$ cat src/rtl/sap1_ram_loader_if.sv
// Handshake and RAM-array bus between the loader and its surroundings.
//   master : drives start/stop and the program byte stream, observes the rest
//   slave  : the loader; accepts bytes and drives the RAM array and status
interface sap1_ram_loader_if #(
    parameter int unsigned ADDR_W = 4,
    parameter int unsigned DATA_W = 8
);
    logic              start;
    logic              stop;
    logic              in_valid;
    logic [DATA_W-1:0] in_data;
    logic              in_ready;
    logic [ADDR_W-1:0] ram_addr;
    logic [DATA_W-1:0] ram_d;
    logic              ram_sel;
    logic              ram_w;
    logic              busy;
    logic              done;
    logic              run_en;
    logic [ADDR_W:0]   count;

    modport master (
        output start, stop, in_valid, in_data,
        input  in_ready, ram_addr, ram_d, ram_sel, ram_w, busy, done, run_en, count
    );

    modport slave (
        input  start, stop, in_valid, in_data,
        output in_ready, ram_addr, ram_d, ram_sel, ram_w, busy, done, run_en, count
    );
endinterface

$ cat src/rtl/sap1_ram_loader.sv
// Programming-mode loader for the SAP-1 16x8 RAM array.
// Accepts program bytes over valid/ready, writes each one with a
// SETUP/STROBE/HOLD sequence so address and data bracket the write strobe,
// auto-increments the address and releases the array to run mode when done.
//   clk   : rising-edge clock
//   clr_n : asynchronous active-low reset
//   bus   : slave side of sap1_ram_loader_if (handshake, RAM drive, status)
module sap1_ram_loader #(
    parameter int unsigned ADDR_W = 4,
    parameter int unsigned DATA_W = 8
) (
    input  logic               clk,
    input  logic               clr_n,
    sap1_ram_loader_if.slave   bus
);
    localparam int unsigned         CNT_W    = ADDR_W + 1;
    localparam logic [ADDR_W-1:0]   ADDR_MAX = '1;
    localparam logic [CNT_W-1:0]    CNT_MAX  = CNT_W'(2 ** ADDR_W);

    typedef enum logic [2:0] {
        S_IDLE,
        S_ACCEPT,
        S_SETUP,
        S_STROBE,
        S_HOLD,
        S_DONE
    } state_t;

    state_t             state_q, state_d;
    logic [ADDR_W-1:0]  addr_q, addr_d;
    logic [DATA_W-1:0]  data_q, data_d;
    logic [CNT_W-1:0]   count_q, count_d;
    logic               stop_pend_q, stop_pend_d;
    logic               in_ready_q, in_ready_d;
    logic               sel_q, sel_d;
    logic               w_q, w_d;
    logic               busy_q, busy_d;
    logic               done_q, done_d;

    // Next state, datapath updates, and output decode of the next state
    always_comb begin
        state_d     = state_q;
        addr_d      = addr_q;
        data_d      = data_q;
        count_d     = count_q;
        stop_pend_d = stop_pend_q;

        case (state_q)
            S_IDLE, S_DONE: begin
                if (bus.start) begin
                    state_d     = S_ACCEPT;
                    addr_d      = '0;
                    count_d     = '0;
                    stop_pend_d = 1'b0;
                end
            end
            S_ACCEPT: begin
                // A transfer beats a simultaneous stop; the stop is kept for HOLD
                if (bus.in_valid) begin
                    state_d = S_SETUP;
                    data_d  = bus.in_data;
                    if (bus.stop) stop_pend_d = 1'b1;
                end else if (bus.stop) begin
                    state_d = S_DONE;
                end
            end
            S_SETUP: begin
                state_d = S_STROBE;
                if (bus.stop) stop_pend_d = 1'b1;
            end
            S_STROBE: begin
                state_d = S_HOLD;
                if (bus.stop) stop_pend_d = 1'b1;
            end
            S_HOLD: begin
                count_d     = (count_q == CNT_MAX) ? count_q : count_q + CNT_W'(1);
                addr_d      = addr_q + ADDR_W'(1);
                stop_pend_d = 1'b0;
                if (addr_q == ADDR_MAX || stop_pend_q || bus.stop) begin
                    state_d = S_DONE;
                end else begin
                    state_d = S_ACCEPT;
                end
            end
            default: state_d = S_IDLE;
        endcase

        in_ready_d = (state_d == S_ACCEPT);
        sel_d      = (state_d == S_SETUP) || (state_d == S_STROBE) || (state_d == S_HOLD);
        w_d        = (state_d == S_STROBE);
        busy_d     = in_ready_d || sel_d;
        done_d     = (state_d == S_DONE);
    end

    // State, datapath and output registers
    always_ff @(posedge clk or negedge clr_n) begin
        if (!clr_n) begin
            state_q     <= S_IDLE;
            addr_q      <= '0;
            data_q      <= '0;
            count_q     <= '0;
            stop_pend_q <= 1'b0;
            in_ready_q  <= 1'b0;
            sel_q       <= 1'b0;
            w_q         <= 1'b0;
            busy_q      <= 1'b0;
            done_q      <= 1'b0;
        end else begin
            state_q     <= state_d;
            addr_q      <= addr_d;
            data_q      <= data_d;
            count_q     <= count_d;
            stop_pend_q <= stop_pend_d;
            in_ready_q  <= in_ready_d;
            sel_q       <= sel_d;
            w_q         <= w_d;
            busy_q      <= busy_d;
            done_q      <= done_d;
        end
    end

    assign bus.in_ready = in_ready_q;
    assign bus.ram_addr = addr_q;
    assign bus.ram_d    = data_q;
    assign bus.ram_sel  = sel_q;
    assign bus.ram_w    = w_q;
    assign bus.busy     = busy_q;
    assign bus.done     = done_q;
    assign bus.run_en   = done_q;
    assign bus.count    = count_q;
endmodule

$ cat src/flat_wrapper.sv
// flat-port wrapper written by rule: the top's interface ports become plain ports
module sap1_ram_loader_flat 
#(
    parameter int unsigned ADDR_W = 4,
    parameter int unsigned DATA_W = 8
)
  (clk, clr_n, bus_start, bus_stop, bus_in_valid, bus_in_data, bus_in_ready, bus_ram_addr, bus_ram_d, bus_ram_sel, bus_ram_w, bus_busy, bus_done, bus_run_en, bus_count);
  sap1_ram_loader_if #(.ADDR_W(ADDR_W), .DATA_W(DATA_W)) bus_i ();
  input  logic clk;
  input  logic clr_n;
  input wire logic [$bits(bus_i.start)-1:0] bus_start;
  input wire logic [$bits(bus_i.stop)-1:0] bus_stop;
  input wire logic [$bits(bus_i.in_valid)-1:0] bus_in_valid;
  input wire logic [$bits(bus_i.in_data)-1:0] bus_in_data;
  output wire logic [$bits(bus_i.in_ready)-1:0] bus_in_ready;
  output wire logic [$bits(bus_i.ram_addr)-1:0] bus_ram_addr;
  output wire logic [$bits(bus_i.ram_d)-1:0] bus_ram_d;
  output wire logic [$bits(bus_i.ram_sel)-1:0] bus_ram_sel;
  output wire logic [$bits(bus_i.ram_w)-1:0] bus_ram_w;
  output wire logic [$bits(bus_i.busy)-1:0] bus_busy;
  output wire logic [$bits(bus_i.done)-1:0] bus_done;
  output wire logic [$bits(bus_i.run_en)-1:0] bus_run_en;
  output wire logic [$bits(bus_i.count)-1:0] bus_count;
  assign bus_i.start = bus_start;
  assign bus_i.stop = bus_stop;
  assign bus_i.in_valid = bus_in_valid;
  assign bus_i.in_data = bus_in_data;
  assign bus_in_ready = bus_i.in_ready;
  assign bus_ram_addr = bus_i.ram_addr;
  assign bus_ram_d = bus_i.ram_d;
  assign bus_ram_sel = bus_i.ram_sel;
  assign bus_ram_w = bus_i.ram_w;
  assign bus_busy = bus_i.busy;
  assign bus_done = bus_i.done;
  assign bus_run_en = bus_i.run_en;
  assign bus_count = bus_i.count;
  sap1_ram_loader #(.ADDR_W(ADDR_W), .DATA_W(DATA_W)) u_core (.clk(clk), .clr_n(clr_n), .bus(bus_i));
endmodule
$ cat config.mk
export PLATFORM = sky130hd
export DESIGN_NAME = sap1_ram_loader_flat
export DESIGN_NICKNAME = d
export VERILOG_FILES = /design/src/rtl/sap1_ram_loader_if.sv /design/src/rtl/sap1_ram_loader.sv /design/src/flat_wrapper.sv
export SDC_FILE = /design/constraint.sdc
export NUM_CORES = 1
export LEC_CHECK = 0
export ABC_AREA = 1
export CORE_MARGIN = 3
export CORE_UTILIZATION = 50
export CTS_CLUSTER_DIAMETER = 50
export DETAILED_ROUTE_END_ITERATION = 12
export GPL_TIMING_DRIVEN = 0
export PLACE_DENSITY = 0.86
export SLEW_MARGIN = 20
export SYNTH_ARGS = -nofsm -noshare
export SYNTH_HDL_FRONTEND = slang
export SYNTH_SLANG_ARGS = --single-unit
$ cat constraint.sdc
create_clock -name clk -period 1.9 [get_ports clk]
set_input_delay 0.475 -clock clk [delete_from_list [all_inputs] [get_ports clk]]
set_output_delay 0.475 -clock clk [all_outputs]
set_load 0.02 [all_outputs]
======== Word level (Yosys, flattened, before mapping) ========
Index checks and enable logic that the tools add are counted.
storage, ports and cells
  register bits after elaboration ......... 26
operators by class
  $add $sub $neg .......................... 2
  equality and inequality tests ........... 15
  multiplexer cells ....................... 14
  reductions and logical operators ........ 14
operator list
  operator               number
  $pmux W3 S5            1
  $eq A3 B2 Y1 const B   4
  $eq A3 B3 Y1 const B   4
  $mux W3                4
  $mux W5                2
  $pmux W5 S2            1
  $pmux W4 S2            1
  $eq A3 B1 Y1 const B   2
  $ne A2 B2 Y1 const B   3
  $reduce_and A3 Y1      2
  $add A5 B1 Y5 const B  1
  $eq A5 B5 Y1 const B   1
  $logic_or A1 B1 Y1     5
  $add A4 B1 Y4 const B  1
  $eq A4 B4 Y1 const B   1
  $mux W4                1
  $pmux W1 S4            1
  $reduce_and A2 Y1      2
  $reduce_bool A4 Y1     1
  $reduce_or A2 Y1       2
  $logic_not A3 Y1       1
  $mux W1                3
  $reduce_bool A2 Y1     1

======== Longest topological paths before layout ========
Gate-level depths: netlist (run 1).
  word-level depth ........................ 9
  gate-level depth with buffers ........... 8

======== Worst setup path before layout (run 1) ========
No wires, ideal clock.
  path kind ............................... register to register
  start point ............................. register u_core.count_q[0] (netlist: u_core.bus.count[0])
  end point ............................... register u_core.count_q[0] (netlist: u_core.bus.count[0])
  library setup time ...................... 0.120 ns
  arrival ................................. 1.224 ns
  path slack .............................. 0.557 ns
  cell stages (with the launch flop) ...... 9
  clock period less this slack ............ 1.343 ns
  cell sequence ........................... dfrtp_1 -> inv_1 -> ha_1 -> nand3_1 -> nor2_1 -> inv_1 -> nand2_2 -> nor2_1 -> nor2_1
on the way
  cells in the longest elaborated chain, start to end .. 3
  elaborated cells on any way between the ends .. 6
  classes of those cells .................. add/sub: 1; eq/ne: 2; mux: 2; reduce/logical: 1
RTL lines
  item                                                     RTL line                source
  start: declaration                                       sap1_ram_loader.sv:32   logic [CNT_W-1:0] count_q, count_d;
  start signal: assignment                                 sap1_ram_loader.sv:112  count_q <= count_d;
  $add A5 B1 Y5 / $eq A5 B5 Y1 (equally long branches)     sap1_ram_loader.sv:76   count_d = (count_q == CNT_MAX) ? count_q : count_q + CNT_W'(1);
  $mux W5 / $ne A2 B2 Y1 (equally long branches)           n/a
  $pmux W5 S2 / $reduce_and A3 Y1 (equally long branches)  n/a
Several ways; a longest one is shown, not always the timed one. The select of a mux whose other input is x is not followed.
A chain may end at the register's enable or synchronous reset.

======== Worst setup path after layout (run 1) ========
  start point ............................. register u_core.addr_q[1] (netlist: u_core.bus.ram_addr[1])
  end point ............................... output bus_ram_addr[1]
RTL lines
  item                      RTL line                source
  start: declaration        sap1_ram_loader.sv:30   logic [ADDR_W-1:0] addr_q, addr_d;
  start signal: assignment  sap1_ram_loader.sv:110  addr_q <= addr_d;
  end: declaration          flat_wrapper.sv:16      output wire logic [$bits(bus_i.ram_addr)-1:0] bus_ram_addr;
No word-level cell between the ends.

==> impl_metrics.tcl, run 1 <==
set metrics [dict create \
    status "completed" \
    clock_skew_ns 0.00673 \
    num_rows 17 \
    peakVddDrop_uv 1300 \
    max_stage_delay_ns 0.62 \
    dieArea_mm2 0.00309 \
    cp_top_family "buffers and inverters" \
    clock_sinks 26 \
    p_int_mw 1.59 \
    htree_levels 1 \
    worstHoldPathType "input port to async pin" \
    crit_buf_inv 1 \
    n_antenna_cell 0 \
    yosysUniqueCellTypes 19 \
    antenna_found_initial 0 \
    tns_ns 0 \
    grtUsageTotal_pct 17.8 \
    clockBufferDepth 2 \
    io_buffers 35 \
    slowest_stage "clkdlybuf4s50_1" \
    cp_cell_sequence "clkdlybuf4s50_1" \
    yosys-top-cells-area "dfrtp_1 (53%), mux2_2 (7.3%), nand2_1 (7.0%)" \
    pwr-share-seq_pct 35.0 \
    numCtsBuffers 3 \
    worstSkewPairLatency_ns 0.33 \
    tightest_slew_ns 0.571 \
    drt_iter0_drc 32 \
    dp_hpwl_um 1850 \
    rsz0062_at_grt "false" \
    place_congestion 0.797 \
    comb_power_share_pct 51.0 \
    crit_type "flop to output pin" \
    root_buffer "clkbuf_4" \
    yosysTopAreaCell "dfrtp_1" \
    netlist_area_mm2 0.00123 \
    whs_ns 0.124 \
    synth-seq-cells 26 \
    synth-async-reset-ratio_pct 100 \
    sw_frac_of_total_pct 41.1 \
    hold_violations 0 \
    slew_headroom_pct 61.9 \
    cts.reportedPaths.clkPinSlew_ns 0.14 \
    final-setup-viol-count 0 \
    die_x_um 55.6 \
    ys.flop_type "dfrtp_1" \
    grt_pass1_vias 1039 \
    cp.arrival_ns 1.37 \
    slew_viol_final 0 \
    grt_pass1_wl_um 4460 \
    max_clock_freq_mhz 543 \
    drive_gt1_share_pct 14.0 \
    final_area_mm2 0.00167 \
    post-route-min-period_ns 1.84 \
    synth.top_cell.area_share_pct 52.8 \
    vias 1021 \
    cts_tree "yes" \
    place_inst 195 \
    synth_edf_count 0 \
    min_period_over_period_pct 96.8 \
    core_mm2 0.00228 \
    endpoint_kind "output pin" \
    detail-route-antenna-nets 0 \
    worstSetupStartpointType "flop" \
    synth_nets 148 \
    ys_warn_count 0 \
    final_cells 199 \
    synthCells 132 \
    route.detailed.drc 0 \
    floorplan.initialDensity_pct 54.1 \
    synth_most_common_cell "dfrtp_1" \
    via_per_inst 5.13 \
    area_delta_synth_final_pct 35.9 \
    drt-pass1-iter-count 4 \
    placed_area_mm2 0.00161 \
    cp.required_ns 1.42 \
    grt_max_degree 27 \
    nets 188 \
    gr-total-overflow 0 \
    clkPwrFrac_pct 14.0 \
    seq_area_frac_synth_pct 52.8 \
    crit_fanout 4 \
    routed_wl_um 2530 \
    switching_power_mw 1.11 \
    die_h_um 55.6 \
    avgSynthCellArea_um2 9.33 \
    routedWlPerCell_um 12.7 \
    r2r_slack_ns 0.53 \
    powerDensity_mw_per_mm2 1610 \
    synth_common_cells "dfrtp_1 (26), nand2_1 (23), nor2_1 (16)" \
    cellLeakagePower_nw 0.890 \
    drv_cap 0 \
    ioPinCount 36 \
]
## routing by layer
metal	wire, um	up-vias	track usage (%)
met2	1320	33	31.4
li1	-	505	-
met3	143	4	3.48
met5	0	-	0
met1	1030	479	21.2
met4	33	0	6.60
## timing repair
action                                  4_1_cts  5_1_grt
pin swaps                                     0        0
gates resized for setup                       3        5
setup buffers                                 0        0
hold buffers                                  0        0
endpoints found under the setup margin        3        5
## sequential cells by signal, indices dropped and copies added, names as in the netlist
signal / flops
u_core.bus.ram_d: 8
u_core.bus.ram_addr: 4
u_core.bus.count: 5
u_core.bus.busy: 1
u_core.bus.ram_w: 1
u_core.state_q: 3
u_core.stop_pend_q: 1
u_core.bus.ram_sel: 1
u_core.bus.in_ready: 1
u_core.bus.done: 1
## through the flow
step / power, mW / util (%) / worst slack [ns]
3_5_place_dp: 2.35 / 70.8 / 0.210
4_1_cts: 2.72 / 73.0 / 0.00796
5_1_grt: 2.91 / 73.5 / 0.00915
3_3_place_gp: 2.29 / 71.0 / 0.0479
6_report: 2.70 / 73.5 / 0.0599
2_1_floorplan: 1.80 / - / 0.557
## kinds of logic (layout without fill, tap and decap cells)
group           after synthesis  in the layout  share of synthesized area, %
flops                        26             26                          52.8
simple gates                 60             60                          22.5
fa+ha+maj                     3              3                          3.05
compound gates               15             15                          7.11
buf+inv                      18             57                          5.79
xor+xnor                      2              2                          1.42
mux                           8              8                          7.32
## final timing paths
kind | from | to | depth (start not counted)
min in group clk | u_core.bus.ram_d[7] | u_core.bus.ram_d[7] | 1
worst min-delay path | clr_n | u_core.bus.ram_d[4] | 1
worst max register to register | u_core.bus.count[0] | u_core.bus.count[0] | 8
worst min register to register | u_core.bus.ram_d[7] | u_core.bus.ram_d[7] | 1
max in group asynchronous | clr_n | u_core.bus.ram_d[5] | 1
worst max-delay path | u_core.bus.ram_addr[1] | bus_ram_addr[1] | 1
## area by class of cell
cell class	count	area [um2]
Sequential cell	26	651
Clock buffer	3	22.5
Inverter	17	63.8
Multi-Input combinational cell	88	509
Timing Repair Buffer	35	354
Buffer	1	7.51
Fill cell	157	603
Clock inverter	1	30.0
Tap cell	28	35.0
## power by group through the flow
stage / registers [mW] / clock network [mW] / logic [mW]
6_report: 0.944 / 0.378 / 1.37
5_1_grt: 0.978 / 0.409 / 1.52
4_1_cts: 0.945 / 0.385 / 1.39
3_5_place_dp: 0.960 / 0 / 1.39
3_3_place_gp: 0.942 / 0 / 1.35
2_1_floorplan: 1.15 / 0 / 0.641
## layout by cell type, fill, tap and decap left out, drive strengths merged
master         instances
inv                   17
bufinv                 1
a21oi                  6
clkbuf                 3
a31oi                  1
clkdlybuf4s50         26
nor2                  17
buf                    2
dfrtp                 26
dlygate4sd2            3
nand4                  4
o21ai                  8
mux2                   8
nand3                 13
dlymetal6s2s           5
ha                     3
nand2                 26
xor2                   2
(Power assumes the default switching activity.)
==> inputs of run 2 (changes only) <==
CTS_CLUSTER_DIAMETER = default   (was 50)
SKIP_LAST_GASP = 1   (was default)
==> results of run 2 <==
Final layout, timing and power as in run 1 (identical DEF).
==> inputs of run 3 (changes only) <==
CORE_MARGIN = default   (was 3)
==> run 3 against run 2 <==
Against the previous run:
- count of clock-buffer cells in the layout unchanged
- flip-flop and latch count is the same
- final area stayed put
- clock skew decreased by 0.0056 ns
- hold slack worse by 0.010 ns
- critical path depth is the same
- worst setup slack lost 0.0095 ns
- largest cell class unchanged
- largest power group unchanged
- highest routed layer unchanged
- register-to-register slack got worse by 0.02 ns
- power up 0.17%
- global-route usage rose by 2.3 points
- combinational power barely moved
==> impl_metrics.tcl, run 3 (synthesis gave the netlist of run 1 again) <==
set metrics [dict create \
    io_buffers 35 \
    die_h_um 51.6 \
    crit_buf_inv 1 \
    p_int_mw 1.58 \
    powerDensity_mw_per_mm2 1610 \
    cellLeakagePower_nw 0.887 \
    detail-route-antenna-nets 0 \
    hold_violations 0 \
    final_cell_mix "clkdlybuf4s50_1 (26), dfrtp_1 (26), nand2_1 (23)" \
    grtUsageTotal_pct 20.1 \
    switching_power_mw 1.12 \
    dieArea_mm2 0.00266 \
    cp.required_ns 1.42 \
    route.detailed.drc 0 \
    max_clock_freq_mhz 541 \
    pwr-share-seq_pct 35.1 \
    cts.reportedPaths.clkPinSlew_ns 0.14 \
    n_antenna_cell 0 \
    htree_levels 1 \
    drt-pass1-iter-count 4 \
    sw_frac_of_total_pct 41.3 \
    clock_sinks 26 \
    worstSkewPairLatency_ns 0.32 \
    drt_iter0_drc 18 \
    min_period_over_period_pct 97.3 \
    nets 188 \
    drv_cap 0 \
    worstSetupStartpointType "flop" \
    grt_pass1_vias 963 \
    crit_type "flop to output pin" \
    die_x_um 51.6 \
    cp.arrival_ns 1.37 \
    worst_slack_ns 0.0504 \
    dp_hpwl_um 1790 \
    hold_buffers 0 \
    cts_tree "yes" \
    routedWlPerCell_um 12.3 \
    area_delta_synth_final_pct 35.9 \
    via_per_inst 5.24 \
    grt_max_degree 27 \
    clock_skew_ns 0.00115 \
    crit_fanout 4 \
    tightest_slew_ns 0.549 \
    slew_viol_final 0 \
    ioPinCount 36 \
    rsz0062_at_grt "false" \
    floorplan.initialDensity_pct 54.1 \
    status "completed" \
    slew_headroom_pct 63.4 \
    tns_ns 0 \
    peakVddDrop_uv 1270 \
    drive_gt1_share_pct 14.0 \
    gr-total-overflow 0 \
    antenna_found_initial 0 \
    max_stage_delay_ns 0.63 \
    num_rows 17 \
    worstHoldPathType "input port to async pin" \
    final-setup-viol-count 0 \
    clkPwrFrac_pct 14.0 \
    cp_top_family "buffers and inverters" \
    core_mm2 0.00228 \
    slowest_stage "clkdlybuf4s50_1" \
    cp-startpoint "u_core.bus.count[4]" \
    cp_cell_sequence "clkdlybuf4s50_1" \
    place_congestion 0.811 \
    rr_startpoint "u_core.state_q[2]" \
    grt_pass1_wl_um 3930 \
    endpoint_kind "output pin" \
    post-place-ws_ns 0.204 \
    clockBufferDepth 2 \
    vias 1043 \
    comb_power_share_pct 50.9 \
    largest_reg_flops 8 \
    numCtsBuffers 3 \
    root_buffer "clkbuf_4" \
    post-route-min-period_ns 1.85 \
    routed_wl_um 2450 \
]
[run 3: timing repair]
item / in CTS / in global routing
gates resized for setup: 3 / 5
setup buffers: 0 / 0
endpoints found under the setup margin: 3 / 5
[run 3: per-stage QoR]
step,util [%],cell area (um2),power (mW),hold slack [ns],std cells
3_5_place_dp,70.8,1610,2.35,0.496,195
3_3_place_gp,71.0,1620,2.29,0.488,195
2_1_floorplan,-,1230,1.80,0.179,132
4_1_cts,73.0,1660,2.73,0.134,199
5_1_grt,73.5,1670,2.88,0.156,199
6_report,73.5,1670,2.70,0.114,199
[run 3: cell type report]
cell class	instances	area (um2)
Buffer	1	7.51
Clock buffer	3	22.5
Clock inverter	1	30.0
Fill cell	161	603
Inverter	17	63.8
Multi-Input combinational cell	88	509
Sequential cell	26	651
Tap cell	28	35.0
Timing Repair Buffer	35	354
[run 3: layer usage]
| metal | GRT usage [%] | up-vias | wire [um] |
|---|---|---|---|
| met5 | 0 | - | 0 |
| met4 | 9.46 | 0 | 36 |
| met3 | 3.51 | 5 | 137 |
| met2 | 33.3 | 29 | 1250 |
| met1 | 25.3 | 504 | 1020 |
| li1 | - | 505 | - |
[run 3: power by group through the flow]
stage,Clock (mW),Combinational (mW),Sequential [mW]
floorplan,0,0.641,1.15
CTS,0.381,1.39,0.952
finish,0.377,1.38,0.948
global route,0.404,1.50,0.978
detailed placement,0,1.39,0.962
global placement,0,1.35,0.941
[run 3: final timing paths]
path / slack (ns) / cells after the start / end
worst min-delay path: 0.11 / 1 / u_core.bus.in_ready
max in group asynchronous: 1.43 / 1 / u_core.bus.ram_addr[3]
worst min register to register: 0.53 / 1 / u_core.bus.ram_d[4]
worst max register to register: 0.51 / 8 / u_core.bus.busy
min in group clk: 0.53 / 1 / u_core.bus.ram_d[4]
worst max-delay path: 0.05 / 1 / bus_count[4]
